## config.mk

```make
export PLATFORM = sky130hd
export DESIGN_NAME = m_cp0
export DESIGN_NICKNAME = d
export VERILOG_FILES = /design/src/rtl/m_cp0_pkg.sv /design/src/rtl/m_cp0_arb.sv /design/src/rtl/m_cp0.sv
export SDC_FILE = /design/constraint.sdc
export NUM_CORES = 1
export LEC_CHECK = 0
export BUFFER_PORTS_ARGS = -buffer_cell sky130_fd_sc_hd__clkbuf_2
export CAP_MARGIN = 20
export CORE_ASPECT_RATIO = 1.1
export CORE_MARGIN = 5
export CORE_UTILIZATION = 49
export DETAILED_ROUTE_END_ITERATION = 8
export PLACE_DENSITY = 0.88
export SLEW_MARGIN = 10
export SYNTH_ARGS = -nofsm -noshare
export SYNTH_HDL_FRONTEND = slang
export SYNTH_SLANG_ARGS = --single-unit
```

## constraint.sdc

```tcl
create_clock -name clk -period 2.55 [get_ports clk]
set_input_delay 0.255 -clock clk [delete_from_list [all_inputs] [get_ports clk]]
set_output_delay 0.255 -clock clk [all_outputs]
set_load 0.005 [all_outputs]
```

## src/rtl/m_cp0_pkg.sv

```systemverilog
// Shared CP0 definitions: register numbers, exception codes, field layouts.
package m_cp0_pkg;

  localparam int unsigned XLEN    = 32;
  localparam int unsigned ADDR_W  = 5;
  localparam int unsigned EXC_W   = 5;
  localparam int unsigned HWINT_W = 6;

  localparam logic [ADDR_W-1:0] CP0_SR    = 5'd12;
  localparam logic [ADDR_W-1:0] CP0_CAUSE = 5'd13;
  localparam logic [ADDR_W-1:0] CP0_EPC   = 5'd14;
  localparam logic [ADDR_W-1:0] CP0_PRID  = 5'd15;

  localparam logic [EXC_W-1:0] EXC_INT  = 5'd0;
  localparam logic [EXC_W-1:0] EXC_ADEL = 5'd4;
  localparam logic [EXC_W-1:0] EXC_ADES = 5'd5;
  localparam logic [EXC_W-1:0] EXC_RI   = 5'd10;
  localparam logic [EXC_W-1:0] EXC_OV   = 5'd12;

  localparam logic [XLEN-1:0] EXC_ENTRY = 32'h0000_4180;

  typedef struct packed {
    logic [HWINT_W-1:0] im;
    logic               exl;
    logic               ie;
  } sr_t;

  typedef struct packed {
    logic               bd;
    logic [HWINT_W-1:0] ip;
    logic [EXC_W-1:0]   exc_code;
  } cause_t;

  function automatic logic [XLEN-1:0] pack_sr(input sr_t s);
    return {16'b0, s.im, 8'b0, s.exl, s.ie};
  endfunction

  function automatic logic [XLEN-1:0] pack_cause(input cause_t c);
    return {c.bd, 15'b0, c.ip, 3'b0, c.exc_code, 2'b00};
  endfunction

endpackage

```

## src/rtl/m_cp0_arb.sv

```systemverilog
// Interrupt/exception arbitration: decides Req and the ExcCode to latch.
import m_cp0_pkg::*;

module m_cp0_arb (
  input  logic               reset,
  input  logic               ie,
  input  logic               exl,
  input  logic [HWINT_W-1:0] im,
  input  logic [HWINT_W-1:0] hw_int,
  input  logic [EXC_W-1:0]   exc_code_in,
  output logic               req_c,
  output logic [EXC_W-1:0]   exc_code_nxt_c
);

  logic int_req;
  logic exc_req;

  // Interrupts outrank synchronous exceptions; EXL blocks both.
  always_comb begin
    int_req        = ie & ~exl & (|(hw_int & im));
    exc_req        = ~exl & (exc_code_in != EXC_INT);
    req_c          = ~reset & (int_req | exc_req);
    exc_code_nxt_c = int_req ? EXC_INT : exc_code_in;
  end

endmodule

```

## src/rtl/m_cp0.sv

```systemverilog
// M-stage CP0: SR/Cause/EPC/PRId, exception request and eret restart address.
import m_cp0_pkg::*;

module m_cp0 #(
  parameter logic [XLEN-1:0]    PRID_VALUE  = 32'h2021_0007,
  parameter logic [HWINT_W-1:0] SR_IM_RESET = 6'b000000
) (
  input  logic               clk,
  input  logic               reset,
  input  logic               en,
  input  logic [ADDR_W-1:0]  CP0Add,
  input  logic [XLEN-1:0]    CP0In,
  input  logic [XLEN-1:0]    VPC,
  input  logic               BDIn,
  input  logic [EXC_W-1:0]   ExcCodeIn,
  input  logic [HWINT_W-1:0] HWInt,
  input  logic               EXLClr,
  output logic [XLEN-1:0]    CP0Out,
  output logic [XLEN-1:0]    EPCOut,
  output logic               Req
);

  sr_t             sr;
  cause_t          cause;
  logic [XLEN-1:0] epc;
  logic [EXC_W-1:0] exc_code_nxt;
  logic [XLEN-1:0] victim_base;
  logic [XLEN-1:0] epc_nxt;
  logic [XLEN-1:0] cp0_in_aligned;
  logic            wr_sr;
  logic            wr_epc;

  m_cp0_arb u_arb (
    .reset          (reset),
    .ie             (sr.ie),
    .exl            (sr.exl),
    .im             (sr.im),
    .hw_int         (HWInt),
    .exc_code_in    (ExcCodeIn),
    .req_c          (Req),
    .exc_code_nxt_c (exc_code_nxt)
  );

  // Delay-slot victims restart at the branch, one word earlier (wraps at 0).
  always_comb begin
    victim_base    = VPC & ~XLEN'(3);
    epc_nxt        = BDIn ? (victim_base - XLEN'(4)) : victim_base;
    cp0_in_aligned = CP0In & ~XLEN'(3);
    wr_sr          = en & ~Req & (CP0Add == CP0_SR);
    wr_epc         = en & ~Req & (CP0Add == CP0_EPC);
  end

  always_ff @(posedge clk) begin
    if (reset) begin
      sr.im          <= SR_IM_RESET;
      sr.exl         <= 1'b0;
      sr.ie          <= 1'b0;
      cause.bd       <= 1'b0;
      cause.ip       <= '0;
      cause.exc_code <= '0;
      epc            <= '0;
    end else begin
      cause.ip <= HWInt;
      if (Req) begin
        sr.exl         <= 1'b1;
        cause.bd       <= BDIn;
        cause.exc_code <= exc_code_nxt;
        epc            <= epc_nxt;
      end else begin
        if (wr_sr) begin
          sr.im  <= CP0In[15:10];
          sr.ie  <= CP0In[0];
          // eret in the same cycle overrides the written EXL below.
          sr.exl <= CP0In[1] & ~EXLClr;
        end else if (EXLClr) begin
          sr.exl <= 1'b0;
        end
        if (wr_epc) begin
          epc <= cp0_in_aligned;
        end
      end
    end
  end

  // EPC bypass lets "mtc0 EPC; eret" issue back to back.
  always_comb begin
    EPCOut = (en && (CP0Add == CP0_EPC)) ? cp0_in_aligned : epc;
  end

  always_comb begin
    CP0Out = '0;
    case (CP0Add)
      CP0_SR:    CP0Out = pack_sr(sr);
      CP0_CAUSE: CP0Out = pack_cause(cause);
      CP0_EPC:   CP0Out = epc;
      CP0_PRID:  CP0Out = PRID_VALUE;
      default:   CP0Out = '0;
    endcase
  end

endmodule

```

==> Implementation_results.wiki <==
{| class="wikitable"
! Metric !! Value
|-
| Sum of negative setup slack || 0 ns
|-
| Worst Max-Slew Pin Slew || 0.6385 ns
|-
| Worst hold margin || 0.1744 ns
|-
| Number of clock buffers inserted by TritonCTS || 5
|-
| Arrival time at the worst endpoint || between 1.5 and 2 ns
|-
| Post-DP Area || ~4400 sq um
|-
| Tmin final || about 2.1 ns
|-
| RD Place Congestion || roughly 0.93
|-
| TritonCTS clock tree || done
|-
| Cell with the largest stage delay on the worst path || sky130_fd_sc_hd__o311a_1
|-
| Remaining design rule violation count || 0
|-
| Wire length of the first global-routing pass || ~19000 um
|-
| Hold Startpoint || CP0In[0]
|-
| All-Layer GR Usage || 0.2571
|-
| Synth Flop Type || sky130_fd_sc_hd__dfxtp_1
|-
| Number of cells on the worst reg-to-reg path || 5
|-
| Sequential fraction of the synthesis area || 0.2805
|-
| Proportion of layout cells with a drive suffix above 1 || 0.3450
|-
| Post-synthesis compound-gate area fraction || 0.2896
|-
| Syn_area_per_cell || about 8.2 sq um
|-
| Multiplexer fraction of the synthesized cell area || 0.05540
|-
| Top fanout value on the critical path || 14
|-
| Wire length reported by the detailed router || around 12000 um
|-
| Simple logic cell fraction of the synthesized area || 0.2766
|-
| Clock-pin slew on the worst setup and hold paths || around 0.090 ns
|-
| Quantity of gates resized following cts || 0
|-
| Total setup buffers inserted after CTS || 0
|-
| Worst hold path depth || 3
|-
| Initial antenna violation count || 0
|-
| Xor and xnor area share after synthesis || 0.02700
|-
| Most prevalent standard cell on the critical path || sky130_fd_sc_hd__nor2_1
|-
| Fin. Hold Viols || 0
|-
| Fraction of power consumed by combinational cells || 0.259
|-
| Switching power share of the total || 0.3009
|-
| Maximum number of pins on one net before global-route repair || 45
|-
| Boundary pin count || 150
|-
| Setup skew after layout || 0.01102 ns
|-
| Slowest Stage Delay on Critical Path || ~0.54 ns
|-
| Critical path startpoint category || flip-flop
|-
| Critical Path RT || between 2 and 2.5 ns
|-
| Fin worst setup slack || between 0.4 and 0.5 ns
|-
| DRC marker count from the first detailed-route iteration || approximately 460
|-
| Antenna diode instance count || 0
|-
| Kind of critical path || reg -> out
|-
| Initial Util || 0.5064
|-
| #FFs+latches synth || 50
|-
| Via count of the first global-routing pass || around 4000
|-
| Port buffer count || approximately 150
|-
| Path category of the worst min-delay check || in -> reg
|-
| Category of the worst setup path capture point || output pin
|-
| HPWL after detailed placement || 9494 um
|-
| Synth unique cells || 66
|-
| Final setup violation count || 0
|-
| Width of the die || around 91 um
|-
| Final worst-path cycle share || 0.8247
|-
| Total number of yosys warnings || 0
|-
| Max Cap Viol || 0
|-
| Run status || finished, final reports clean
|-
| Max frequency || roughly 480 MHz
|-
| Gate Count Post-Synth || around 440
|-
| Detail-routed net length per standard cell || around 19 um
|-
| Worst reg2reg startpoint || sr[5]
|-
| Relative contribution of sequential cells to total power || 0.482
|-
| CTS Hold Bufs || 0
|-
| Clock sink count || 50
|-
| Number of nets in the finished design || 656
|-
| Maximum resistive drop on vdd || 0.2715 mV
|-
| DR vias/cell || around 6.4
|-
| CTS root buffer || sky130_fd_sc_hd__clkbuf_8
|-
| Post-synthesis adder-cell area fraction || 0.003506
|-
| Worst-Skew Late Latency || approximately 0.30 ns
|-
| Area of the mapped netlist || 3568 sq um
|-
| Combinational family with the most area after synthesis || compound AO/OA/AOI/OAI gates
|-
| Site row count || 32
|-
| Max-Slew Margin vs Limit || 0.5739
|-
| Part of the total power dissipated in the clock network || 0.259
|-
| Vias || approximately 4200
|-
| Remaining Overflow, GRT || 0
|-
| Switching component of the power || 548.8 uW
|-
| Die boundary height || between 90 and 100 um
|-
| Longest Clk Path Bufs || 2
|-
| Layout area overhead || 24.97%
|-
| Proportion of register bits with asynchronous set or reset after synthesis || 0
|-
| Setup repair after global routing missed its margin || false
|-
| H-Tree Level Count || 2
|-
| Power density of the placed cells || ~410 nW/um^2
|-
| Antenna Nets Post-Route || 0
|-
| Internal portion of total power || approximately 1.3 mW
|-
| Number of enable-type register cells in the synthesized netlist || 0
|-
| Finished layout cell area || 4459 sq um
|-
| Max-slew violation count || 0
|-
| Number of iterations in the first detailed-routing pass || 5
|-
| Worst setup timing slack at the placement stage || 0.2731 ns
|-
| Launching element of the worst setup path || sr[5]
|-
| Cells along the critical path || a22o_1 -> o311a_1 -> nor2_1 -> nor2_1 -> clkbuf_2
|-
| Area of the core || 7047 sq um
|-
| Floorplan die area || 9091 sq um
|-
| Cell leakage power || 2.186 nW
|}
[path summary, 6_finish.rpt]
path | endpoint | slack [ns]
setup / recovery | Req | 0.45
hold reg to reg | cause[1] | 0.47
setup reg to reg | epc[9] | 0.46
hold / removal | sr[0] | 0.17
[worst max-delay path, delay by kind of cell (launching register included)]
kind                   cells  cell delay [ns]
DFF                        1             0.33
buffers and inverters      1             0.13
AOI/OAI and AO/OA          2             0.78
and+or+nand+nor            2             0.29
[state kept, by name, indices dropped and copies added, names as in the netlist]
name	count
epc	30
cause	12
sr	8
[placed cells by master, fill, tap and decap left out, types with 8 or more instances in the layout]
master	n
sky130_fd_sc_hd__nand2_1	26
sky130_fd_sc_hd__a2111oi_0	23
sky130_fd_sc_hd__o21ai_0	9
sky130_fd_sc_hd__a311oi_1	14
sky130_fd_sc_hd__a211oi_1	9
sky130_fd_sc_hd__mux2i_1	13
sky130_fd_sc_hd__o31ai_1	9
sky130_fd_sc_hd__nor2b_1	8
sky130_fd_sc_hd__or4_1	10
sky130_fd_sc_hd__buf_4	22
sky130_fd_sc_hd__or3_1	10
sky130_fd_sc_hd__nor2_1	31
sky130_fd_sc_hd__nand3_1	14
sky130_fd_sc_hd__clkbuf_2	145
sky130_fd_sc_hd__a21o_1	24
sky130_fd_sc_hd__a21oi_1	17
sky130_fd_sc_hd__and3_1	38
sky130_fd_sc_hd__dfxtp_1	50
[synth_stat cells (4+ instances only)]
cell type                   instances  area [sq um]
sky130_fd_sc_hd__dfxtp_1           50          1001
sky130_fd_sc_hd__and3_1            38         237.7
sky130_fd_sc_hd__nor2_1            31         116.4
sky130_fd_sc_hd__clkbuf_1          29         108.9
sky130_fd_sc_hd__nand2_1           26         97.59
sky130_fd_sc_hd__a21o_1            24         180.2
sky130_fd_sc_hd__a2111oi_0         23         201.4
sky130_fd_sc_hd__a21oi_1           17         85.08
sky130_fd_sc_hd__a311oi_1          14         122.6
sky130_fd_sc_hd__nand3_1           14         70.07
sky130_fd_sc_hd__mux2i_1           13         130.1
sky130_fd_sc_hd__or3_1             10         62.56
sky130_fd_sc_hd__or4_1             10         75.07
sky130_fd_sc_hd__a211oi_1           9         67.56
sky130_fd_sc_hd__o21ai_0            9         45.04
sky130_fd_sc_hd__o31ai_1            9         67.56
sky130_fd_sc_hd__nor2b_1            8         50.05
sky130_fd_sc_hd__mux2_2             6         67.56
sky130_fd_sc_hd__xnor2_1            6         52.55
sky130_fd_sc_hd__a22oi_1            5         37.54
sky130_fd_sc_hd__nand4_1            5         31.28
sky130_fd_sc_hd__nor3_1             5         25.02
sky130_fd_sc_hd__o211a_1            5         50.05
sky130_fd_sc_hd__xor2_1             5         43.79
sky130_fd_sc_hd__nor4_1             4         25.02
sky130_fd_sc_hd__o211ai_1           4         30.03
sky130_fd_sc_hd__o41ai_1            4         35.03
[metal layers]
metal	routed length, um	GRT usage	vias up
met3	1065	0.04992	38
met4	371	0.09029	0
met2	5864	0.4334	226
li1	-	-	1968
met5	0	0	-
met1	4910	0.3268	1946
[power by group through the flow]
stage          clock network (mW)  logic [mW]  registers, mW
2_1_floorplan                   0       0.257          0.881
6_report                    0.472       0.472          0.879
4_1_cts                     0.474       0.466          0.877
5_1_grt                     0.508       0.516          0.884
3_5_place_dp                    0       0.463          0.895
3_3_place_gp                    0       0.451          0.894
[stage by stage]
step           utilization  cells  power [mW]
6_report            0.6328    656       1.824
5_1_grt             0.6328    656       1.909
4_1_cts             0.6328    656       1.817
3_5_place_dp        0.6199    648       1.358
3_3_place_gp        0.6199    648       1.345
2_1_floorplan            -    436       1.138
[layout make-up]
cell class,count,area [sq um]
Fill cell,595,2587
Multi-Input combinational cell,341,2335
Clock inverter,1,5.005
Clock buffer,7,86.33
Sequential cell,50,1001
Timing Repair Buffer,168,910.9
Inverter,4,15.01
Tap cell,85,106.4
[cells by family after synthesis]
group | after synthesis
mux | 19
compound gates | 136
buf+inv | 45
flops | 50
xor+xnor | 11
fa+ha+maj | 1
simple gates | 172
other cells | 1
Power figures use the tool's default switching activity.
